`src/rtl/load_store_unit.sv`:
```
// ============================================================================
// Module   : load_store_unit
// Function : Memory-access stage for loads and stores. It steers store byte
//            lanes, sign- or zero-extends load data, and reports misaligned,
//            illegal and timed-out accesses.
// Revision : 1.0
// ============================================================================
`default_nettype none

module load_store_unit #(
    parameter int TIMEOUT    = 15,
    parameter bit RD_ZERO_WB = 1'b0
) (
    input  logic        clk,
    input  logic        rst,
    input  logic        start,
    input  logic        is_store,
    input  logic [2:0]  funct3,
    input  logic [31:0] addr,
    input  logic [31:0] store_data,
    input  logic [4:0]  rd,
    output logic        mem_req,
    output logic        mem_we,
    output logic [31:0] mem_addr,
    output logic [31:0] mem_wdata,
    output logic [3:0]  mem_wstrb,
    input  logic [31:0] mem_rdata,
    input  logic        mem_ack,
    output logic        wb_en,
    output logic [4:0]  wb_rd,
    output logic [31:0] wb_data,
    output logic        busy,
    output logic        done,
    output logic        err
);

    typedef enum logic [1:0] {
        S_IDLE = 2'd0,
        S_REQ  = 2'd1,
        S_WB   = 2'd2,
        S_FIN  = 2'd3
    } state_t;

    localparam logic [7:0] c_timeout = 8'(TIMEOUT);

    state_t      r_state;
    logic        r_is_store;
    logic [2:0]  r_funct3;
    logic [1:0]  r_lane;
    logic [4:0]  r_rd;
    logic [7:0]  r_cnt;

    logic        w_cmd_bad;
    logic [31:0] w_wdata;
    logic [3:0]  w_wstrb;
    logic [7:0]  w_byte;
    logic [15:0] w_half;
    logic [31:0] w_ld_data;
    logic [7:0]  w_cnt_next;
    logic        w_wb_allow;

    // Command screening and store lane steering, from the live inputs at start
    always_comb begin
        w_cmd_bad = (funct3 == 3'b011) || (funct3[2:1] == 2'b11)
                 || (is_store && funct3[2])
                 || ((funct3[1:0] == 2'b01) && addr[0])
                 || ((funct3[1:0] == 2'b10) && (addr[1:0] != 2'b00));
        case (funct3[1:0])
            2'b00: begin
                w_wdata = {4{store_data[7:0]}};
                w_wstrb = 4'b0001 << addr[1:0];
            end
            2'b01: begin
                w_wdata = {2{store_data[15:0]}};
                w_wstrb = 4'b0011 << addr[1:0];
            end
            default: begin
                w_wdata = store_data;
                w_wstrb = 4'b1111;
            end
        endcase
        if (!is_store) begin
            w_wstrb = 4'b0000;
        end
    end

    always_comb begin
        w_byte = mem_rdata[{r_lane, 3'b000} +: 8];
        w_half = r_lane[1] ? mem_rdata[31:16] : mem_rdata[15:0];
        case (r_funct3)
            3'b000:  w_ld_data = {{24{w_byte[7]}}, w_byte};
            3'b100:  w_ld_data = {24'h0, w_byte};
            3'b001:  w_ld_data = {{16{w_half[15]}}, w_half};
            3'b101:  w_ld_data = {16'h0, w_half};
            default: w_ld_data = mem_rdata;
        endcase
        w_cnt_next = r_cnt + 8'd1;
        w_wb_allow = RD_ZERO_WB || (r_rd != 5'd0);
    end

    always_ff @(posedge clk) begin
        if (rst) begin
            r_state    <= S_IDLE;
            r_is_store <= 1'b0;
            r_funct3   <= 3'b000;
            r_lane     <= 2'b00;
            r_rd       <= 5'd0;
            r_cnt      <= 8'd0;
            mem_req    <= 1'b0;
            mem_we     <= 1'b0;
            mem_addr   <= 32'h0;
            mem_wdata  <= 32'h0;
            mem_wstrb  <= 4'b0000;
            wb_en      <= 1'b0;
            wb_rd      <= 5'd0;
            wb_data    <= 32'h0;
            busy       <= 1'b0;
            done       <= 1'b0;
            err        <= 1'b0;
        end else begin
            case (r_state)
                S_IDLE: begin
                    if (start) begin
                        r_is_store <= is_store;
                        r_funct3   <= funct3;
                        r_lane     <= addr[1:0];
                        r_rd       <= rd;
                        busy       <= 1'b1;
                        if (w_cmd_bad) begin
                            r_state <= S_FIN;
                            done    <= 1'b1;
                            err     <= 1'b1;
                        end else begin
                            r_state   <= S_REQ;
                            r_cnt     <= 8'd0;
                            mem_req   <= 1'b1;
                            mem_we    <= is_store;
                            mem_addr  <= {addr[31:2], 2'b00};
                            mem_wdata <= w_wdata;
                            mem_wstrb <= w_wstrb;
                        end
                    end
                end
                S_REQ: begin
                    // An ack on the final allowed cycle wins over the timeout
                    if (mem_ack) begin
                        mem_req   <= 1'b0;
                        mem_we    <= 1'b0;
                        mem_wstrb <= 4'b0000;
                        if (r_is_store) begin
                            r_state <= S_FIN;
                            done    <= 1'b1;
                            err     <= 1'b0;
                        end else begin
                            r_state <= S_WB;
                            wb_en   <= w_wb_allow;
                            wb_rd   <= r_rd;
                            wb_data <= w_ld_data;
                        end
                    end else if (w_cnt_next == c_timeout) begin
                        r_cnt     <= w_cnt_next;
                        mem_req   <= 1'b0;
                        mem_we    <= 1'b0;
                        mem_wstrb <= 4'b0000;
                        r_state   <= S_FIN;
                        done      <= 1'b1;
                        err       <= 1'b1;
                    end else begin
                        r_cnt <= w_cnt_next;
                    end
                end
                S_WB: begin
                    wb_en   <= 1'b0;
                    r_state <= S_FIN;
                    done    <= 1'b1;
                    err     <= 1'b0;
                end
                default: begin
                    done    <= 1'b0;
                    err     <= 1'b0;
                    busy    <= 1'b0;
                    r_state <= S_IDLE;
                end
            endcase
        end
    end

endmodule

`default_nettype wire

```
`config.mk`:
```
export PLATFORM = sky130hd
export DESIGN_NAME = load_store_unit
export DESIGN_NICKNAME = d
export VERILOG_FILES = /design/src/rtl/load_store_unit.sv
export SDC_FILE = /design/constraint.sdc
export NUM_CORES = 1
export LEC_CHECK = 0
export CORE_ASPECT_RATIO = 0.6
export CORE_MARGIN = 3
export CORE_UTILIZATION = 35
export CTS_CLUSTER_DIAMETER = 80
export DETAILED_ROUTE_END_ITERATION = 10
export PLACE_DENSITY_LB_ADDON = 0.12
export SYNTH_ARGS = -nofsm -noshare
export SYNTH_HDL_FRONTEND = slang
export SYNTH_SLANG_ARGS = --single-unit
export TNS_END_PERCENT = 1
```
`constraint.sdc`:
```
create_clock -name clk -period 5.81 [get_ports clk]
set_clock_uncertainty 0.2 [all_clocks]
set_input_delay 0.581 -clock clk [delete_from_list [all_inputs] [get_ports clk]]
set_output_delay 0.581 -clock clk [all_outputs]
set_load 0.005 [all_outputs]
```
==> results of run 1 <==
[kinds of logic after synthesis]
logic type	synth area share
and+or+nand+nor	0.2111
adders and majority gates	0.01496
other	0.0006404
DFF	0.4444
muxes	0.06261
xor gates and xnor gates	0.001496
AOI/OAI and AO/OA	0.2111
buffers and inverters	0.05363
[worst max-delay path: stages]
cell and delay [ns]:
clkdlybuf4s50_1 0.44, buf_4 0.24, or4_4 0.58, a21oi_4 0.67, buf_4 0.60, nor2_1 0.09, a311oi_1 0.28
[per-stage QoR]
| step | hold slack (ns) | instance area [µm²] | worst slack [ns] | utilization |
|---|---|---|---|---|
| 6_report | 0.2526 | 8700 | 2.394 | 0.5488 |
| 5_1_grt | 0.2699 | 8700 | 2.144 | 0.5488 |
| 4_1_cts | 0.2536 | 8700 | 2.418 | 0.5488 |
| 3_5_place_dp | 0.2453 | 8108 | 1.996 | 0.5114 |
| 3_3_place_gp | 0.2426 | 8108 | 2.103 | 0.5114 |
| 2_1_floorplan | 0.2395 | 5859 | 3.692 | - |
[worst paths after layout]
| kind | startpoint | to | cells past startpoint |
|---|---|---|---|
| max | funct3[0] | mem_wdata[8]$_SDFFE_PP0P_ | 7 |
| min | mem_addr[3]$_SDFFE_PP0P_ | mem_addr[3]$_SDFFE_PP0P_ | 2 |
| max reg2reg | r_state[0]$_SDFFE_PP0P_ | mem_wdata[8]$_SDFFE_PP0P_ | 7 |
| min reg2reg | mem_addr[3]$_SDFFE_PP0P_ | mem_addr[3]$_SDFFE_PP0P_ | 2 |
[cell type report]
cell class | count | area share
Timing Repair Buffer | 224 | 0.2554
Tap cell | 222 | 0.03193
Sequential cell | 130 | 0.2992
Inverter | 14 | 0.006041
Clock inverter | 13 | 0.01870
Multi-Input combinational cell | 531 | 0.3394
Clock buffer | 18 | 0.04933
[layer usage]
metal | share of wire | vias up | GRT usage
li1 | - | 2898 | -
met1 | 0.49 | 2723 | 0.2894
met2 | 0.43 | 193 | 0.3123
met3 | 0.066 | 19 | 0.06353
met4 | 0.011 | 0 | 0.04451
met5 | 0 | - | 0
[Yosys cell counts, drive strengths merged (2+ instances only)]
| cell | n | area share |
|---|---|---|
| nand2 | 183 | 0.12 |
| dfxtp | 130 | 0.44 |
| a21oi | 85 | 0.073 |
| nor2 | 61 | 0.039 |
| clkbuf | 37 | 0.024 |
| o21ai | 36 | 0.031 |
| a211oi | 33 | 0.048 |
| mux2i | 22 | 0.038 |
| buf | 18 | 0.021 |
| inv | 14 | 0.0090 |
| mux2 | 13 | 0.025 |
| nand3b | 10 | 0.013 |
| nor3 | 10 | 0.0085 |
| a311oi | 8 | 0.012 |
| ha | 7 | 0.015 |
| o221ai | 7 | 0.010 |
| nand2b | 6 | 0.0064 |
| nand3 | 6 | 0.0051 |
| o32a | 6 | 0.010 |
| o211ai | 4 | 0.0051 |
| o32ai | 4 | 0.0060 |
| and2 | 3 | 0.0032 |
| nor2b | 3 | 0.0032 |
| a31oi | 2 | 0.0021 |
| and3b | 2 | 0.0030 |
| and4 | 2 | 0.0030 |
| or4 | 2 | 0.0032 |
[sequential cells by signal (all words and copies together) (netlist names), 2 cells and up]
| register | cells |
|---|---|
| mem_addr | 30 |
| mem_wdata | 32 |
| mem_wstrb | 4 |
| r_cnt | 8 |
| r_funct3 | 3 |
| r_lane | 2 |
| r_rd | 5 |
| r_state | 2 |
| wb_data | 32 |
| wb_rd | 5 |
[power groups by stage]
| stage | registers [µW] | logic [µW] | clock network (µW) |
|---|---|---|---|
| after CTS | 1110 | 824 | 1100 |
| final | 1110 | 824 | 1080 |
| after global placement | 1120 | 809 | 0 |
| after global routing | 1120 | 907 | 1140 |
| after floorplan | 1110 | 428 | 0 |
| after detailed placement | 1120 | 819 | 0 |
==> summary.txt, run 1 <==
Place
  – Gpl congestion: 0.8865
  – Hpwl dp: 14.13 mm
  – Placed cell count: 1121
  – IO buf count: 217

Pwr
  – Clk pwr share: 0.358
  – VDD IR max: 0.1651 mV
  – Sw Pwr: 903.0 µW
  – Sw Ratio: 0.3002
  – Pwr/cell area: 345.8 nW/µm²
  – Leakage: 0.002994 µW
  – Total power: 3008 µW
  – Gate power share: 0.274
  – Flop pwr share: 0.368
  – Pint: 2105 µW

Cells and area
  – Most frequent cells in the layout: 216 x clkdlybuf4s50_1, 183 x nand2_1, 130 x dfxtp_1, 84 x a21oi_1, 60 x nor2_1
  – Register Area: 2603 µm²
  – Fraction of layout cells with a size suffix above 1: 0.07097
  – Filler cell count: 1487
  – Synthesis-to-layout area growth: 48.57%
  – Layout Cells excl Fill: 1152
  – Final nets: 1034
  – Commonest non-fill, non-tap cell in the layout: clkdlybuf4s50_1
  – Ant diodes: 0
  – Area of the multi-input gates: 2953 µm²

Synth
  – Post-Syn Area per Cell: 8.032 µm²
  – Mapped cell area: 5856 µm²
  – Async SR Flop Fraction: 0
  – Seq cells post-synth: 130
  – YS warnings: 0
  – Syn Inst Count: 729
  – Primary FF master, synth: dfxtp_1
  – Distinct cells, synth: 50
  – Sequential-to-total area share from yosys stat: 0.4444
  – Number of synthesized flops with an enable pin: 0

CTS
  – Maximum clock insertion buffer count: 2
  – CTS tree: done
  – PostCTS Resize Cnt: 0
  – CTS sink count: 130
  – Post CTS Setup Buffer Count: 0
  – CTS Root Cell: clkbuf_16
  – Clock Latency Late Sink: 0.40 ns
  – Hold_buf cts: 0
  – H-tree depth: 4
  – Clk slew on worst S/H paths: 0.06 ns
  – CTS buffer count: 17

Routing
  – Vias/cell: 5.063
  – Via Count: 5833
  – Drt wl/cell: 16.79 µm
  – DRC: 0
  – TritonRoute pass-1 iters: 5
  – ANT nets after route: 0
  – Total wire length: 19.35 mm
  – Initial DRC Count: 511

Floorplanning
  – Num ports: 220
  – Die ar.: 18370 µm²
  – Row cnt: 35
  – Width of the die: 173.0 µm
  – Core Footprint: 15850 µm²
  – Starting density of the core: 0.3694
  – Die Y-Extent: 106.2 µm

Setup path
  – Maximum fanout along the worst path: 52
  – Crit path kind: in2reg
  – Worst path required time: 5.91 ns
  – Flop-to-flop setup slack: 2.55 ns
  – CP Capture Type: register
  – Data arrival, critical path: 3.52 ns
  – Critical Path Start Type: input pin

Global route
  – Initial antenna violation count: 0
  – GRT Resource Usage Total: 0.2065
  – Vias in the first global route: 5652
  – First-pass GRT wire length: 30.62 mm
  – Largest net degree at the start of global routing: 97
  – Total congestion overflow: 0

Timing
  – Final Max Tran Viols: 0
  – Part of the cycle the worst path needs: 0.5879
  – F_max: 292.8 MHz
  – Tmin final: 3.416 ns
  – Unrepaired setup endpoints after global routing: false
  – Final hold vios: 0
  – Slew headroom: 0.2042
  – Actual slew at the worst max-slew pin: 1.189 ns
  – Final setup TNS: 0 ns
  – # setup viols final: 0

Hold path
  – Hold Crit Class: reg2reg

Flow run
  – MaxCap Viol Count: 0

Run status
  – Status: finished, final reports clean
No activity file was read; power rests on OpenSTA's default activity.
==> run 2: changes to the inputs <==
- clock period: 5.81 -> 3.2 ns (I/O delays scaled with it)
==> summary.txt, run 2 (synthesis gave the netlist of run 1 again) <==
Setup path
  – Critical Path Start Type: register
  – Reg2reg path depth: 5 (-2)
  – Flop-to-flop setup slack: 0.59 ns (-1.96 ns)
  – CP max stage cell: nor3_1
  – Data arrival, critical path: 2.65 ns (-0.87 ns)
  – Worst path required time: 3.24 ns (-2.67 ns)
  – Critical Path Sink: wb_data[8]$_SDFFE_PP0P_
  – R2R Path Start: r_lane[1]$_SDFFE_PP0P_
  – CP Depth: 5 (-2)
  – Setup crit start: r_lane[1]$_SDFFE_PP0P_
  – Worst path cell trace: mux2_2, nor2_1, nor4_1, nor3_1, a211oi_1
  – Crit path kind: reg2reg
  – Top delay family on crit path: simple AND/OR/NAND/NOR gates
  – Maximum fanout along the worst path: 14 (-73%)
  – Crit path buf inv count: 0 (-3)
  – R2R Path End: wb_data[8]$_SDFFE_PP0P_
  – CP Capture Type: register
  – CP max stage delay: 0.75 ns (+0.08 ns)

Floorplanning
  – Row cnt: 35 (unchanged)
  – Width of the die: 173.0 µm (unchanged)
  – Starting density of the core: 0.3694 (unchanged)
  – Core Footprint: 15850 µm² (unchanged)
  – Die ar.: 18370 µm² (unchanged)
  – Num ports: 220 (unchanged)
  – Die Y-Extent: 106.2 µm (unchanged)

Place
  – Hpwl dp: 14.49 mm (+2.6%)
  – Gpl congestion: 0.8752 (-1.3%)
  – Placed cell count: 1126 (+0.45%)
  – IO buf count: 217 (unchanged)

Pwr
  – Leakage: 0.003029 µW (+1.2%)
  – Pwr/cell area: 633.2 nW/µm² (+83%)
  – VDD IR max: 0.2699 mV (+63%)

Timing
  – Final Max Tran Viols: 0 (unchanged)
  – Final hold vios: 0 (unchanged)
  – Tmin final: 2.605 ns
  – Part of the cycle the worst path needs: 0.8142
  – F_max: 383.8 MHz
  – # setup viols final: 0 (unchanged)
  – Actual slew at the worst max-slew pin: 0.9289 ns (-0.2604 ns)
  – Final setup TNS: 0 ns (unchanged)
  – Unrepaired setup endpoints after global routing: false
  – Slew headroom: 0.3759 (+0.1717)

Routing
  – DRC: 0 (unchanged)
  – Via Count: 5958 (+2.1%)
  – Vias/cell: 5.145 (+1.6%)
  – Total wire length: 19.89 mm (+2.8%)
  – Drt wl/cell: 17.18 µm (+2.3%)
  – TritonRoute pass-1 iters: 5 (unchanged)
  – Initial DRC Count: 578 (+13%)
  – ANT nets after route: 0 (unchanged)

CTS
  – Maximum clock insertion buffer count: 2 (unchanged)
  – Clock Latency Late Sink: 0.41 ns (about the same)
  – H-tree depth: 4 (unchanged)
  – Hold_buf cts: 0 (unchanged)
  – CTS Root Cell: clkbuf_16
  – CTS sink count: 130 (unchanged)
  – Post CTS Setup Buffer Count: 0 (unchanged)
  – PostCTS Resize Cnt: 0 (unchanged)
  – CTS buffer count: 17 (unchanged)
  – Clk slew on worst S/H paths: 0.06 ns (about the same)
  – CTS tree: done

Cells and area
  – Commonest non-fill, non-tap cell in the layout: clkdlybuf4s50_1
  – Most frequent cells in the layout: 216 x clkdlybuf4s50_1, 183 x nand2_1, 130 x dfxtp_1, 84 x a21oi_1, 60 x nor2_1
  – Register Area: 2603 µm² (unchanged)
  – Synthesis-to-layout area growth: 49.70%
  – Ant diodes: 0 (unchanged)
  – Area of the multi-input gates: 2953 µm² (unchanged)
  – Post-route core utilization: 0.5530 (+0.004183)
  – Top Registers: mem_wdata (32), wb_data (32), mem_addr (30)
  – Layout Cells excl Fill: 1158 (+0.52%)
  – Filler cell count: 1442 (-3.0%)
  – Final nets: 1039 (+0.48%)
  – Fraction of layout cells with a size suffix above 1: 0.07585 (+0.004887)

Global route
  – Vias in the first global route: 5601 (-0.90%)
  – First-pass GRT wire length: 31.27 mm (+2.1%)
  – Largest net degree at the start of global routing: 70 (-28%)
  – Total congestion overflow: 0 (unchanged)
  – GRT Resource Usage Total: 0.2115 (+0.005015)
  – Initial antenna violation count: 0 (unchanged)

Run status
  – Status: finished, final reports clean

Hold path
  – Hold Crit Class: reg2reg
  – Hold-critical path depth: 2 (unchanged)

Flow run
  – MaxCap Viol Count: 0 (unchanged)
==> run 2: final cells by class <==
cell class / count / share of cell area
Inverter: 14 / 0.005995
Timing Repair Buffer: 229 / 0.2592
Multi-Input combinational cell: 531 / 0.3369
Tap cell: 222 / 0.03169
Sequential cell: 130 / 0.2969
Clock inverter: 13 / 0.01998
Clock buffer: 19 / 0.04939
==> run 2: worst min path at each step <==
stage / startpoint / endpoint / slack, ns
after global routing: addr[27] / mem_addr[27]$_SDFFE_PP0P_ / 0.25
after detailed placement: mem_addr[20]$_SDFFE_PP0P_ / mem_addr[20]$_SDFFE_PP0P_ / 0.25
after global placement: mem_wdata[1]$_SDFFE_PP0P_ / mem_wdata[1]$_SDFFE_PP0P_ / 0.24
final: mem_addr[5]$_SDFFE_PP0P_ / mem_addr[5]$_SDFFE_PP0P_ / 0.25
after CTS: addr[8] / mem_addr[8]$_SDFFE_PP0P_ / 0.24
after floorplan: r_rd[1]$_SDFFE_PP0P_ / wb_rd[1]$_SDFFE_PP0P_ / 0.24
==> run 2: worst reg2reg max path: cells and delay by family (launching register included) <==
family          cells  cell delay, ns
simple gates        3            0.94
flops               1            0.69
mux                 1            0.44
compound gates      1            0.17
==> run 2: through the flow <==
stage	hold WS, ns	worst slack, ns	total power [µW]	cell area, µm²
2_1_floorplan	0.2395	1.115	2791	5859
3_3_place_gp	0.2431	0.4843	3521	8158
3_5_place_dp	0.2457	0.4432	3559	8158
4_1_cts	0.2381	0.6182	5602	8766
5_1_grt	0.2531	0.2690	5844	8766
6_report	0.2537	0.5946	5551	8766
==> run 2: report_power, final <==
| group | internal [µW] | switching [µW] | leakage [µW] | total, µW |
|---|---|---|---|---|
| clock | 1240 | 772 | 0.000290 | 2010 |
| combinational | 767 | 751 | 0.00168 | 1520 |
| sequential | 1850 | 171 | 0.00106 | 2020 |
| total | 3860 | 1690 | 0.00303 | 5550 |
==> run 2: metal layers <==
metal | track usage | vias up | part of all wire
li1 | - | 2903 | -
met5 | 0 | - | 0
met4 | 0.05780 | 0 | 0.018
met3 | 0.05889 | 36 | 0.079
met2 | 0.3070 | 263 | 0.42
met1 | 0.3058 | 2756 | 0.48
==> run 3: changes to the inputs <==
- clock period: 3.2 -> 2.75 ns (I/O delays scaled with it)
==> summary.txt, run 3 (synthesis gave the netlist of run 1 again) <==
Setup path
  – R2R Path Start: r_cnt[1]$_SDFFE_PP0P_
  – Reg2reg path depth: 6 (+1)
  – Setup crit start: r_cnt[1]$_SDFFE_PP0P_
  – Crit path kind: reg2reg
  – Data arrival, critical path: 2.46 ns (-0.19 ns)
  – CP Capture Type: register
  – Worst path required time: 2.85 ns (-0.39 ns)
  – Maximum fanout along the worst path: 7 (-7)
  – Critical Path Start Type: register
  – Flop-to-flop setup slack: 0.38 ns (-0.21 ns)
  – R2R Path End: done$_SDFFE_PP0P_

Global route
  – First-pass GRT wire length: 31.05 mm (-0.70%)
  – GRT Resource Usage Total: 0.2101 (-0.001392)
  – Initial antenna violation count: 1 (+1)
  – Total congestion overflow: 0 (unchanged)
  – Largest net degree at the start of global routing: 53 (-24%)
  – Vias in the first global route: 5674 (+1.3%)

Floorplanning
  – Row cnt: 35 (unchanged)
  – Starting density of the core: 0.3694 (unchanged)
  – Num ports: 220 (unchanged)
  – Core Footprint: 15850 µm² (unchanged)
  – Die ar.: 18370 µm² (unchanged)
  – Width of the die: 173.0 µm (unchanged)
  – Die Y-Extent: 106.2 µm (unchanged)

CTS
  – CTS Root Cell: clkbuf_16
  – CTS sink count: 130 (unchanged)
  – H-tree depth: 4 (unchanged)
  – Clk slew on worst S/H paths: 0.06 ns (about the same)
  – Hold_buf cts: 0 (unchanged)
  – Post CTS Setup Buffer Count: 0 (unchanged)
  – PostCTS Resize Cnt: 0 (unchanged)
  – CTS buffer count: 17 (unchanged)
  – Maximum clock insertion buffer count: 2 (unchanged)
  – CTS tree: done
  – Clock Latency Late Sink: 0.41 ns (about the same)

Place
  – Hpwl dp: 14.85 mm (+2.5%)
  – Gpl congestion: 0.8756 (about the same)
  – Placement Cell Area: 8260 µm² (+1.3%)
  – IO buf count: 217 (unchanged)

Timing
  – Final Max Tran Viols: 0 (unchanged)
  – Part of the cycle the worst path needs: 0.8612 (+0.04696)
  – Actual slew at the worst max-slew pin: 0.6989 ns (-0.2301 ns)
  – Hold slack: 0.1460 ns (-0.1077 ns)
  – Unrepaired setup endpoints after global routing: false
  – # setup viols final: 0 (unchanged)
  – Final hold vios: 0 (unchanged)
  – Final setup TNS: 0 ns (unchanged)
  – Tmin final: 2.368 ns (-0.2372 ns)
  – F_max: 422.3 MHz (+10%)
  – Slew headroom: 0.5335 (+0.1575)

Hold path
  – Endpoint, Worst Hold: r_cnt[1]$_SDFFE_PP0P_
  – Hold Crit Class: in2reg
  – Hold-critical path depth: 2 (unchanged)
  – Hold_sp: rst

Cells and area
  – Commonest non-fill, non-tap cell in the layout: clkdlybuf4s50_1
  – Fraction of layout cells with a size suffix above 1: 0.08386 (+0.008009)
  – Final Cell Area: 8919 µm² (+1.7%)
  – Synthesis-to-layout area growth: 52.31%
  – Final nets: 1046 (+0.67%)
  – Top Registers: mem_wdata (32), wb_data (32), mem_addr (30)
  – Ant diodes: 0 (unchanged)
  – Most frequent cells in the layout: 216 x clkdlybuf4s50_1, 183 x nand2_1, 130 x dfxtp_1, 84 x a21oi_1, 60 x nor2_1

Routing
  – Initial DRC Count: 502 (-13%)
  – DR WL met3: 1.589 mm (+0.95%)
  – DRC: 0 (unchanged)
  – Vias/cell: 5.125 (-0.40%)
  – Drt wl/cell: 17.10 µm (-0.48%)
  – ANT nets after route: 0 (unchanged)
  – Total wire length: 19.90 mm (about the same)
  – Met2 WL post-DR: 8.948 mm (+6.0%)
  – Met1 wire length: 9.267 mm (-2.6%)
  – TritonRoute pass-1 iters: 6 (+1)
  – Top Metal Used: met5
  – Via Count: 5965 (+0.12%)

Pwr
  – Pwr/cell area: 748.3 nW/µm² (+18%)
  – Leakage: 0.003104 µW (+2.5%)
  – VDD IR max: 0.5136 mV (+90%)

Run status
  – Status: finished, final reports clean

Flow run
  – MaxCap Viol Count: 0 (unchanged)
## run 3: cell count changes in the layout (fill, tap and decap cells not counted), sizes merged
cell,delta
buf,+7
bufinv,+2
clkinv,+1
inv,-4
## run 3: how the worst max path moves through the flow
stage / slack (ns) / endpoint / cells past startpoint
after detailed placement: 0.24 / mem_wdata[13]$_SDFFE_PP0P_ / 7
after global routing: 0.26 / done$_SDFFE_PP0P_ / 6
final: 0.38 / done$_SDFFE_PP0P_ / 6
after floorplan: 0.66 / done$_SDFFE_PP0P_ / 7
after global placement: 0.30 / r_cnt[5]$_SDFFE_PP0P_ / 7
after CTS: 0.39 / done$_SDFFE_PP0P_ / 6
## run 3: where the power goes
group / internal (µW) / switching, µW
combinational: 930 / 881
clock: 1660 / 855
sequential: 2150 / 199
total: 4740 / 1930
## run 3: layer usage
layer	vias up	global-route usage
met1	2793	0.3000
met3	10	0.05746
met2	229	0.3230
li1	2931	-
met5	-	0
met4	2	0.03237
## run 3: metrics by stage
stage	util	setup WS [ns]	total power, µW	instances
final	0.5626	0.3818	6674	1164
after global routing	0.5626	0.2640	7008	1164
after CTS	0.5626	0.3944	6716	1164
after detailed placement	0.5211	0.2377	4184	1133
after global placement	0.5211	0.2962	4143	1133
after floorplan	-	0.6647	3248	730
## run 3: critical path: stages, from the launching register on
cell and delay [ns]:
dfxtp_1 0.45, ha_1 0.30, and3_1 0.32, mux2i_1 0.28, o221a_2 0.25, o211ai_1 0.15, mux2_2 0.31
## run 3: final cells by class
type | instances | area [µm²]
inverters | 14 | 52.55
well taps | 222 | 277.8
clock inverters | 12 | 205.2
repair buffers | 236 | 2375
multi-input cells | 531 | 2953
fillers | 1408 | 6934
flip-flops and latches | 130 | 2603
clock buffers | 19 | 452.9
